`src/rtl/battle_sequencer.sv`:
```
// battle_sequencer: turn-based combat controller for the dungeon engine
//   encounter/player_hp_in start a battle; cmd_valid/cmd/cmd_ready carry attack (5) and run (6);
//   player_hp/enemy_hp expose the battle HP; done/result/flee_dir/hp_wb_valid report the outcome;
//   run_failed and bad_cmd pulse per command; turn_count counts accepted commands.
module battle_sequencer #(
    parameter int HP_W = 16,
    parameter int PLAYER_ATK = 10,
    parameter int ENEMY_ATK = 8,
    parameter int ENEMY_HP_INIT = 30,
    parameter logic [15:0] LFSR_SEED = 16'hACE1
) (
    input  logic            clk,
    input  logic            rst_n,
    input  logic            encounter,
    input  logic [HP_W-1:0] player_hp_in,
    input  logic            godmode,
    input  logic            cmd_valid,
    input  logic [3:0]      cmd,
    output logic            cmd_ready,
    output logic            in_battle,
    output logic [HP_W-1:0] player_hp,
    output logic [HP_W-1:0] enemy_hp,
    output logic            run_failed,
    output logic            bad_cmd,
    output logic            done,
    output logic [1:0]      result,
    output logic [1:0]      flee_dir,
    output logic            hp_wb_valid,
    output logic [7:0]      turn_count
);
    typedef enum logic [2:0] {IDLE, WAIT_CMD, P_ATK, RUN_CHK, E_ATK, WIN, LOSE, FLED} state_t;
    localparam logic [HP_W-1:0] P_DMG = HP_W'(PLAYER_ATK);
    localparam logic [HP_W-1:0] E_DMG = HP_W'(ENEMY_ATK);
    state_t state, nxt;
    logic [15:0] lfsr;
    logic [HP_W-1:0] e_sub, p_sub;
    logic accept, escaped;
    // Post-strike HP values drive both the register update and the next-state decision
    always_comb begin
        e_sub = enemy_hp > P_DMG ? enemy_hp - P_DMG : '0;
        p_sub = godmode ? player_hp : (player_hp > E_DMG ? player_hp - E_DMG : '0);
        accept = cmd_ready & cmd_valid;
        escaped = lfsr[1:0] != 2'd0;
        nxt = IDLE;
        case (state)
            IDLE:     nxt = encounter ? (player_hp_in == '0 ? LOSE : WAIT_CMD) : IDLE;
            WAIT_CMD: nxt = !accept ? WAIT_CMD : cmd == 4'd5 ? P_ATK : cmd == 4'd6 ? RUN_CHK : WAIT_CMD;
            P_ATK:    nxt = e_sub == '0 ? WIN : E_ATK;
            RUN_CHK:  nxt = escaped ? FLED : E_ATK;
            E_ATK:    nxt = p_sub == '0 ? LOSE : WAIT_CMD;
            default:  nxt = IDLE;
        endcase
    end
    always_ff @(posedge clk or negedge rst_n) begin
        if (!rst_n) begin
            state       <= IDLE;
            lfsr        <= LFSR_SEED;
            cmd_ready   <= 1'b0;
            in_battle   <= 1'b0;
            player_hp   <= '0;
            enemy_hp    <= '0;
            run_failed  <= 1'b0;
            bad_cmd     <= 1'b0;
            done        <= 1'b0;
            result      <= 2'd0;
            flee_dir    <= 2'd0;
            hp_wb_valid <= 1'b0;
            turn_count  <= 8'd0;
        end else begin
            lfsr        <= {lfsr[14:0], lfsr[15] ^ lfsr[13] ^ lfsr[12] ^ lfsr[10]};
            state       <= nxt;
            // Status outputs are registered from the next state so they line up with it
            cmd_ready   <= nxt == WAIT_CMD;
            in_battle   <= nxt != IDLE;
            done        <= nxt inside {WIN, LOSE, FLED};
            hp_wb_valid <= nxt inside {WIN, LOSE, FLED};
            bad_cmd     <= accept && cmd != 4'd5 && cmd != 4'd6;
            run_failed  <= state == RUN_CHK && !escaped;
            if (nxt == WIN) result <= 2'd1;
            if (nxt == LOSE) result <= 2'd2;
            if (nxt == FLED) result <= 2'd3;
            if (state == RUN_CHK && escaped) flee_dir <= lfsr[3:2];
            if (state == IDLE && encounter) begin
                player_hp  <= player_hp_in;
                enemy_hp   <= HP_W'(ENEMY_HP_INIT);
                turn_count <= 8'd0;
            end
            if (accept) turn_count <= turn_count + 8'(turn_count != 8'hFF);
            if (state == P_ATK) enemy_hp <= e_sub;
            if (state == E_ATK) player_hp <= p_sub;
        end
    end
endmodule

```
`config.mk`:
```
export PLATFORM = sky130hd
export DESIGN_NAME = battle_sequencer
export DESIGN_NICKNAME = d
export VERILOG_FILES = /design/src/rtl/battle_sequencer.sv
export SDC_FILE = /design/constraint.sdc
export NUM_CORES = 1
export LEC_CHECK = 0
export ABC_AREA = 1
export BUFFER_PORTS_ARGS = -buffer_cell sky130_fd_sc_hd__buf_2
export CELL_PAD_IN_SITES_DETAIL_PLACEMENT = 0
export CELL_PAD_IN_SITES_GLOBAL_PLACEMENT = 1
export CORE_UTILIZATION = 40
export CTS_CLUSTER_SIZE = 28
export DETAILED_ROUTE_END_ITERATION = 8
export PLACE_DENSITY = 0.78
export SKIP_CTS_REPAIR_TIMING = 1
export SLEW_MARGIN = 10
export SYNTH_ARGS = -nofsm -noshare
export SYNTH_HDL_FRONTEND = slang
export SYNTH_SLANG_ARGS = --single-unit
```
`constraint.sdc`:
```
create_clock -name clk -period 5.1 [get_ports clk]
set_clock_uncertainty 0.15 [all_clocks]
set_input_delay 0 -clock clk [delete_from_list [all_inputs] [get_ports clk]]
set_output_delay 0 -clock clk [all_outputs]
set_load 0.1 [all_outputs]
```
==> results of run 1 <==
-- state kept, by name, indices dropped and copies added, names as in the netlist, 2 cells and up --
name / flops
lfsr: 16
result: 2
flee_dir: 2
turn_count: 8
player_hp: 16
state: 3
enemy_hp: 16
-- layer usage --
layer	share of wire, %	up-vias
li1	-	1756
met1	50	1634
met2	47	60
met3	2.9	6
met4	0.61	0
met5	0	-
-- cells by family (layout without fill, tap and decap cells) --
group | count (synthesis) | after routing | share of synthesized area (%)
xor gates and xnor gates | 7 | 7 | 1.64
adders and majority gates | 4 | 4 | 1.34
and+or+nand+nor | 252 | 252 | 31.8
muxes | 3 | 3 | 0.869
AOI/OAI and AO/OA | 62 | 62 | 10.1
DFF | 68 | 68 | 45.7
buffers and inverters | 80 | 184 | 8.55
-- worst max-delay path by stage --
stage | startpoint | end | slack, ps | depth (start not counted)
after global placement | player_hp[4]$_DFFE_PN0P_ | result[1]$_DFFE_PN0P_ | 2670 | 17
after detailed placement | player_hp[3]$_DFFE_PN0P_ | result[1]$_DFFE_PN0P_ | 2660 | 17
after CTS | player_hp[3]$_DFFE_PN0P_ | result[1]$_DFFE_PN0P_ | 2650 | 17
final | player_hp[4]$_DFFE_PN0P_ | result[1]$_DFFE_PN0P_ | 2640 | 17
after floorplan | enemy_hp[1]$_DFFE_PN0P_ | result[1]$_DFFE_PN0P_ | 2350 | 18
after global routing | player_hp[3]$_DFFE_PN0P_ | result[0]$_DFFE_PN0P_ | 2370 | 17
-- synthesized netlist by cell type (2+ instances only) --
cell type / n / area (um2)
nand2_2: 7 / 43.8
nand3_2: 2 / 20.0
dfrtp_1: 60 / 1500
o211ai_1: 5 / 37.5
nor2_4: 5 / 56.3
o221ai_1: 8 / 70.1
inv_1: 65 / 244
o21ai_1: 2 / 10.0
ha_1: 4 / 50.1
nand2_1: 116 / 435
mux2_2: 2 / 22.5
dfstp_2: 8 / 210
nor4_1: 5 / 31.3
inv_2: 6 / 22.5
nand3_1: 46 / 230
nor2_1: 41 / 154
buf_6: 2 / 22.5
xnor2_1: 3 / 26.3
xor2_1: 4 / 35.0
o22ai_1: 9 / 56.3
nor2_2: 11 / 68.8
o21ai_0: 25 / 125
clkbuf_1: 3 / 11.3
a21oi_1: 9 / 45.0
nand4_1: 5 / 31.3
clkinv_1: 2 / 7.51
nor3_1: 8 / 40.0
-- worst max-delay path, cell delays in order, from the launching register on --
cell	delay [ps]
dfrtp_1	460
inv_1	110
ha_1	260
nand2_1	100
nor2_1	170
nand3_1	100
nand2_1	60
nand2_1	50
nand2_1	80
nand2_1	80
nor2_2	130
nand3_2	110
nor2_2	140
nor2_2	90
nor2_8	100
nand2_2	60
nand2_1	50
nand2_1	40
-- placed cells by master (no fill, tap or decap), drive strengths merged --
| cell | count |
|---|---|
| dfrtp | 60 |
| a32o | 1 |
| mux2 | 2 |
| bufinv | 2 |
| o22ai | 9 |
| a22oi | 1 |
| buf | 76 |
| inv | 72 |
| dlygate4sd3 | 19 |
| ha | 4 |
| clkbuf | 10 |
| nor3 | 8 |
| nand2 | 123 |
| nand4 | 6 |
| xor2 | 4 |
| dfstp | 8 |
| nor3b | 1 |
| o211ai | 5 |
| nand3b | 1 |
| a21boi | 1 |
| mux2i | 1 |
| nand3 | 49 |
| o221ai | 8 |
| nor2 | 58 |
| and3 | 1 |
| o21ai | 28 |
| a21oi | 9 |
| nor4 | 5 |
| clkinv | 3 |
| clkinvlp | 2 |
| xnor2 | 3 |
-- layout make-up --
type | instances | area (um2) | share of cell area (%)
inverters | 73 | 274 | 5.92
clock buffers | 10 | 128 | 2.76
flip-flops and latches | 68 | 1710 | 37.0
repair buffers | 95 | 576 | 12.4
multi-input cells | 328 | 1710 | 37.0
well taps | 108 | 135 | 2.92
clock inverters | 6 | 88.8 | 1.92
-- stage by stage --
stage          area [um2]  hold WS [ps]  setup WS (ps)  instances
2_1_floorplan        3740          -446           2350        476
3_3_place_gp         4220          94.1           2670        653
3_5_place_dp         4220          88.7           2660        653
4_1_cts              4440          -268           2650        669
5_1_grt              4630          86.1           2370        688
6_report             4630          48.2           2640        688
-- power by group through the flow --
stage	Clock, mW	Combinational (mW)	Sequential [mW]
2_1_floorplan	0	0.457	1.42
6_report	0.484	1.39	0.750
5_1_grt	0.522	1.48	0.768
3_3_place_gp	0	1.37	0.757
4_1_cts	0.498	1.38	0.750
3_5_place_dp	0	1.37	0.758
==> flow_metrics.py, run 1 <==
metrics = {
    "status": {
        "status": "finished, final reports clean",
    },
    "sta": {
        "tns_ps": 0,
        "setup_violations": 0,
        "rsz0062_at_grt": "no",
        "max_freq_mhz": 407,
        "slew_headroom_pct": 43.7,
        "period_share_pct": 48.2,
        "drv_slew": 0,
        "finalHoldViolations": 0,
        "period_needed_ps": 2460,
        "worstMarginPinSlew_ps": 844,
    },
    "floorplanning": {
        "design.die.area_mm2": 0.00975,
        "fp-row-count": 34,
        "core_mm2": 0.00889,
        "pin_count": 75,
        "dieWidth_um": 98.8,
        "initial_core_util_pct": 42.1,
        "die_y_um": 98.8,
    },
    "synthesis": {
        "postSynthCellCount": 476,
        "synth.distinct_cells": 40,
        "synth_seq_cells": 68,
        "synth_area_per_cell_um2": 7.87,
        "ys_seq_area_share_pct": 45.7,
        "async_flop_share_pct": 100,
        "synth_edf_count": 0,
        "ys_warn_count": 0,
        "syn_nets": 505,
        "ys_dominant_reg_cell": "dfrtp_1",
        "netlist_area_mm2": 0.00374,
    },
    "final_layout": {
        "fin_util_pct": 52.0,
        "syn_to_final_growth_pct": 23.5,
        "fin_nets": 604,
        "drive_above_1_share_pct": 23.4,
        "fillCellCount": 882,
        "num_antenna_cells": 0,
    },
    "pwr": {
        "p_sw_mw": 1.44,
        "p_sw_share_pct": 54.8,
        "p_clk_share_pct": 18.5,
        "irDropWorstVdd_mv": 0.372,
        "power_density_mw_per_mm2": 566,
        "power.leakage_nw": 2.38,
        "pwr-share-seq_pct": 28.6,
        "p_total_mw": 2.62,
        "p_comb_share_pct": 52.9,
        "p_int_mw": 1.18,
    },
    "routing": {
        "viasPerCell": 5.02,
        "drc": 0,
        "drt-initial-drc-count": 134,
        "dr_total_vias": 3456,
        "drt-total-wl_um": 9560,
        "drtAntennaViolNets": 0,
        "post_drt_wl_per_cell_um": 13.9,
        "drt-pass1-iter-count": 4,
    },
    "global_routing": {
        "grt_max_degree": 69,
        "grt-busiest-layer": "met2",
        "grt.total_usage_pct": 19.9,
        "overflow": 0,
        "grt_pass1_vias": 3235,
        "grt_pass1_wl_um": 15300,
        "use_met1_pct": 28.0,
        "grt_use_met3_pct": 3.83,
        "antenna_found_initial": 0,
        "use_met2_pct": 31.9,
    },
    "clock_tree": {
        "clkLatencyLatePin_ps": 340,
        "cts_buffers": 9,
        "root_buffer": "clkbuf_8",
        "cts_tree": "built",
        "clock-sinks": 68,
        "cts-htree-levels": 3,
        "max-clock-path-buffers": 2,
        "clk_pin_slew_ps": 70,
    },
    "flow_run": {
        "maxCapViolCount": 0,
    },
    "placed_design": {
        "dpl.hpwl_um": 7000,
        "routabilityCongestion": 0.841,
        "io_buffer_count": 74,
    },
    "hold_path": {
        "hp-class": "in -> reg",
        "holdPathEnd": "player_hp[3]$_DFFE_PN0P_",
        "hp-start": "encounter",
        "min_path_cells": 4,
    },
    "worst_setup_path": {
        "reg2reg_depth": 17,
        "r2r-end": "result[1]$_DFFE_PN0P_",
        "path_class": "reg -> reg",
        "cp.required_ps": 5170,
        "end_kind": "flip-flop",
        "r2r-start": "player_hp[4]$_DFFE_PN0P_",
        "crit_path_start_kind": "flip-flop",
        "cp_max_fo": 5,
        "reg2reg_slack_ps": 2640,
        "critPathArrivalTime_ps": 2530,
    },
}
(Power assumes the default switching activity.)
==> run 2: changes to the inputs <==
- clock period: 5.1 -> 2.5 ns (I/O delays scaled with it)
==> flow_metrics.py, run 2 (synthesis gave the netlist of run 1 again) <==
metrics = {
    "status": {
        "status": "finished, final reports clean",
    },
    "routing": {
        "drt-initial-drc-count": 185,
        "viasPerCell": 5.04,
        "drtAntennaViolNets": 0,
        "dr_total_vias": 3536,
        "drt-total-wl_um": 9820,
        "drc": 0,
        "post_drt_wl_per_cell_um": 14.0,
        "drt-pass1-iter-count": 5,
    },
    "flow_run": {
        "maxCapViolCount": 0,
    },
    "floorplanning": {
        "fp-row-count": 34,
        "design.die.area_mm2": 0.00975,
        "core_mm2": 0.00889,
        "die_y_um": 98.8,
        "pin_count": 75,
        "dieWidth_um": 98.8,
        "initial_core_util_pct": 42.1,
    },
    "final_layout": {
        "top_regs": "enemy_hp: 16 flops, lfsr: 16 flops, player_hp: 16 flops",
        "drive_above_1_share_pct": 28.6,
        "fin_nets": 618,
        "syn_to_final_growth_pct": 28.6,
        "final_common_cell": "nand2_1",
        "num_antenna_cells": 0,
        "final_cell_mix": "115 x nand2_1, 74 x buf_2, 63 x inv_1",
        "fin_area_mm2": 0.00481,
    },
    "worst_setup_path": {
        "critPathArrivalTime_ps": 2440,
        "crit_path_start_kind": "flip-flop",
        "path_class": "reg -> reg",
        "r2r-end": "cmd_ready$_DFF_PN0_",
        "end_kind": "flip-flop",
        "reg2reg_depth": 13,
        "cp_max_fo": 6,
        "r2r-start": "player_hp[3]$_DFFE_PN0P_",
        "cp.required_ps": 2590,
        "reg2reg_slack_ps": 140,
        "setup.worst_path.start": "player_hp[3]$_DFFE_PN0P_",
    },
    "sta": {
        "whs_ps": 47.1,
        "worstMarginPinSlew_ps": 617,
        "timing.final.ws_setup_ps": 144,
        "max_freq_mhz": 425,
        "finalHoldViolations": 0,
        "setup_violations": 0,
        "period_needed_ps": 2360,
        "drv_slew": 0,
        "period_share_pct": 94.2,
        "rsz0062_at_grt": "yes",
        "tns_ps": 0,
        "slew_headroom_pct": 58.5,
    },
    "pwr": {
        "power_density_mw_per_mm2": 1150,
        "p_total_mw": 5.55,
        "irDropWorstVdd_mv": 0.680,
        "power.leakage_nw": 2.44,
    },
    "clock_tree": {
        "root_buffer": "clkbuf_8",
        "cts_tree": "built",
        "clock-sinks": 68,
        "cts_buffers": 9,
        "max-clock-path-buffers": 2,
        "clk_pin_slew_ps": 90,
        "clkLatencyLatePin_ps": 350,
        "cts-htree-levels": 3,
    },
    "placed_design": {
        "routabilityCongestion": 0.841,
        "dpl.hpwl_um": 7270,
        "postPlaceCellArea_mm2": 0.00433,
        "io_buffer_count": 74,
        "dp_slack_ps": 91.0,
    },
    "global_routing": {
        "overflow": 0,
        "grt_max_degree": 69,
        "grt.total_usage_pct": 20.8,
        "grt_pass1_wl_um": 16000,
        "grt_pass1_vias": 3262,
        "antenna_found_initial": 0,
    },
    "hold_path": {
        "hp-class": "in -> async",
    },
}
run 2: changes by cell type in the layout (fill, tap and decap cells not counted), moves of 2 or more:
| cell | delta |
|---|---|
| dfrtp_2 | +10 |
| inv_1 | -2 |
| nor2_4 | +3 |
| ha_1 | -2 |
| buf_4 | +13 |
| inv_2 | +2 |
| dfrtp_1 | -10 |
| clkinv_4 | +2 |
| nor2_1 | -3 |
run 2: metal layers:
layer	share of wire [%]	global-route usage, %	routed length, um	vias up
li1	-	-	-	1785
met1	48	30.4	4680	1631
met2	45	30.8	4420	109
met3	6.1	4.11	601	11
met4	1.1	6.77	111	0
met5	0	0	0	-
run 2: stage by stage:
step / util, % / std cells
global placement: 48.7 / 664
floorplan: - / 476
finish: 54.2 / 702
global route: 54.2 / 702
CTS: 51.2 / 680
detailed placement: 48.7 / 664
run 2: worst max-delay path by stage:
stage | endpoint | slack (ps) | cells after the start
finish | cmd_ready$_DFF_PN0_ | 140 | 13
global route | cmd_ready$_DFF_PN0_ | -20 | 13
CTS | cmd_ready$_DFF_PN0_ | 60 | 14
detailed placement | result[1]$_DFFE_PN0P_ | 90 | 17
global placement | cmd_ready$_DFF_PN0_ | 40 | 14
floorplan | result[1]$_DFFE_PN0P_ | -10 | 15
run 2: layout make-up:
cell class	instances	area, um2
Tap cell	108	135
Timing Repair Buffer	109	693
Multi-Input combinational cell	328	1770
Clock inverter	7	98.8
Fill cell	863	4080
Sequential cell	68	1720
Clock buffer	9	124
Inverter	73	274
run 2: critical path: stages (launching register included):
cell     delay, ps
dfrtp_2        460
nor2_2         200
nand2_1        200
nor2_1         140
nor2_1          50
nor2_1         150
nand2_1        110
nand2_1         90
nor2_2          40
nand3_2         80
nor2_2          50
nor2_2         230
inv_2           60
nor3_1         240
run 2: where the power goes:
part | internal (mW) | switching, mW
registers | 1.31 | 0.202
clock network | 0.567 | 0.466
logic | 0.634 | 2.37
total | 2.51 | 3.03
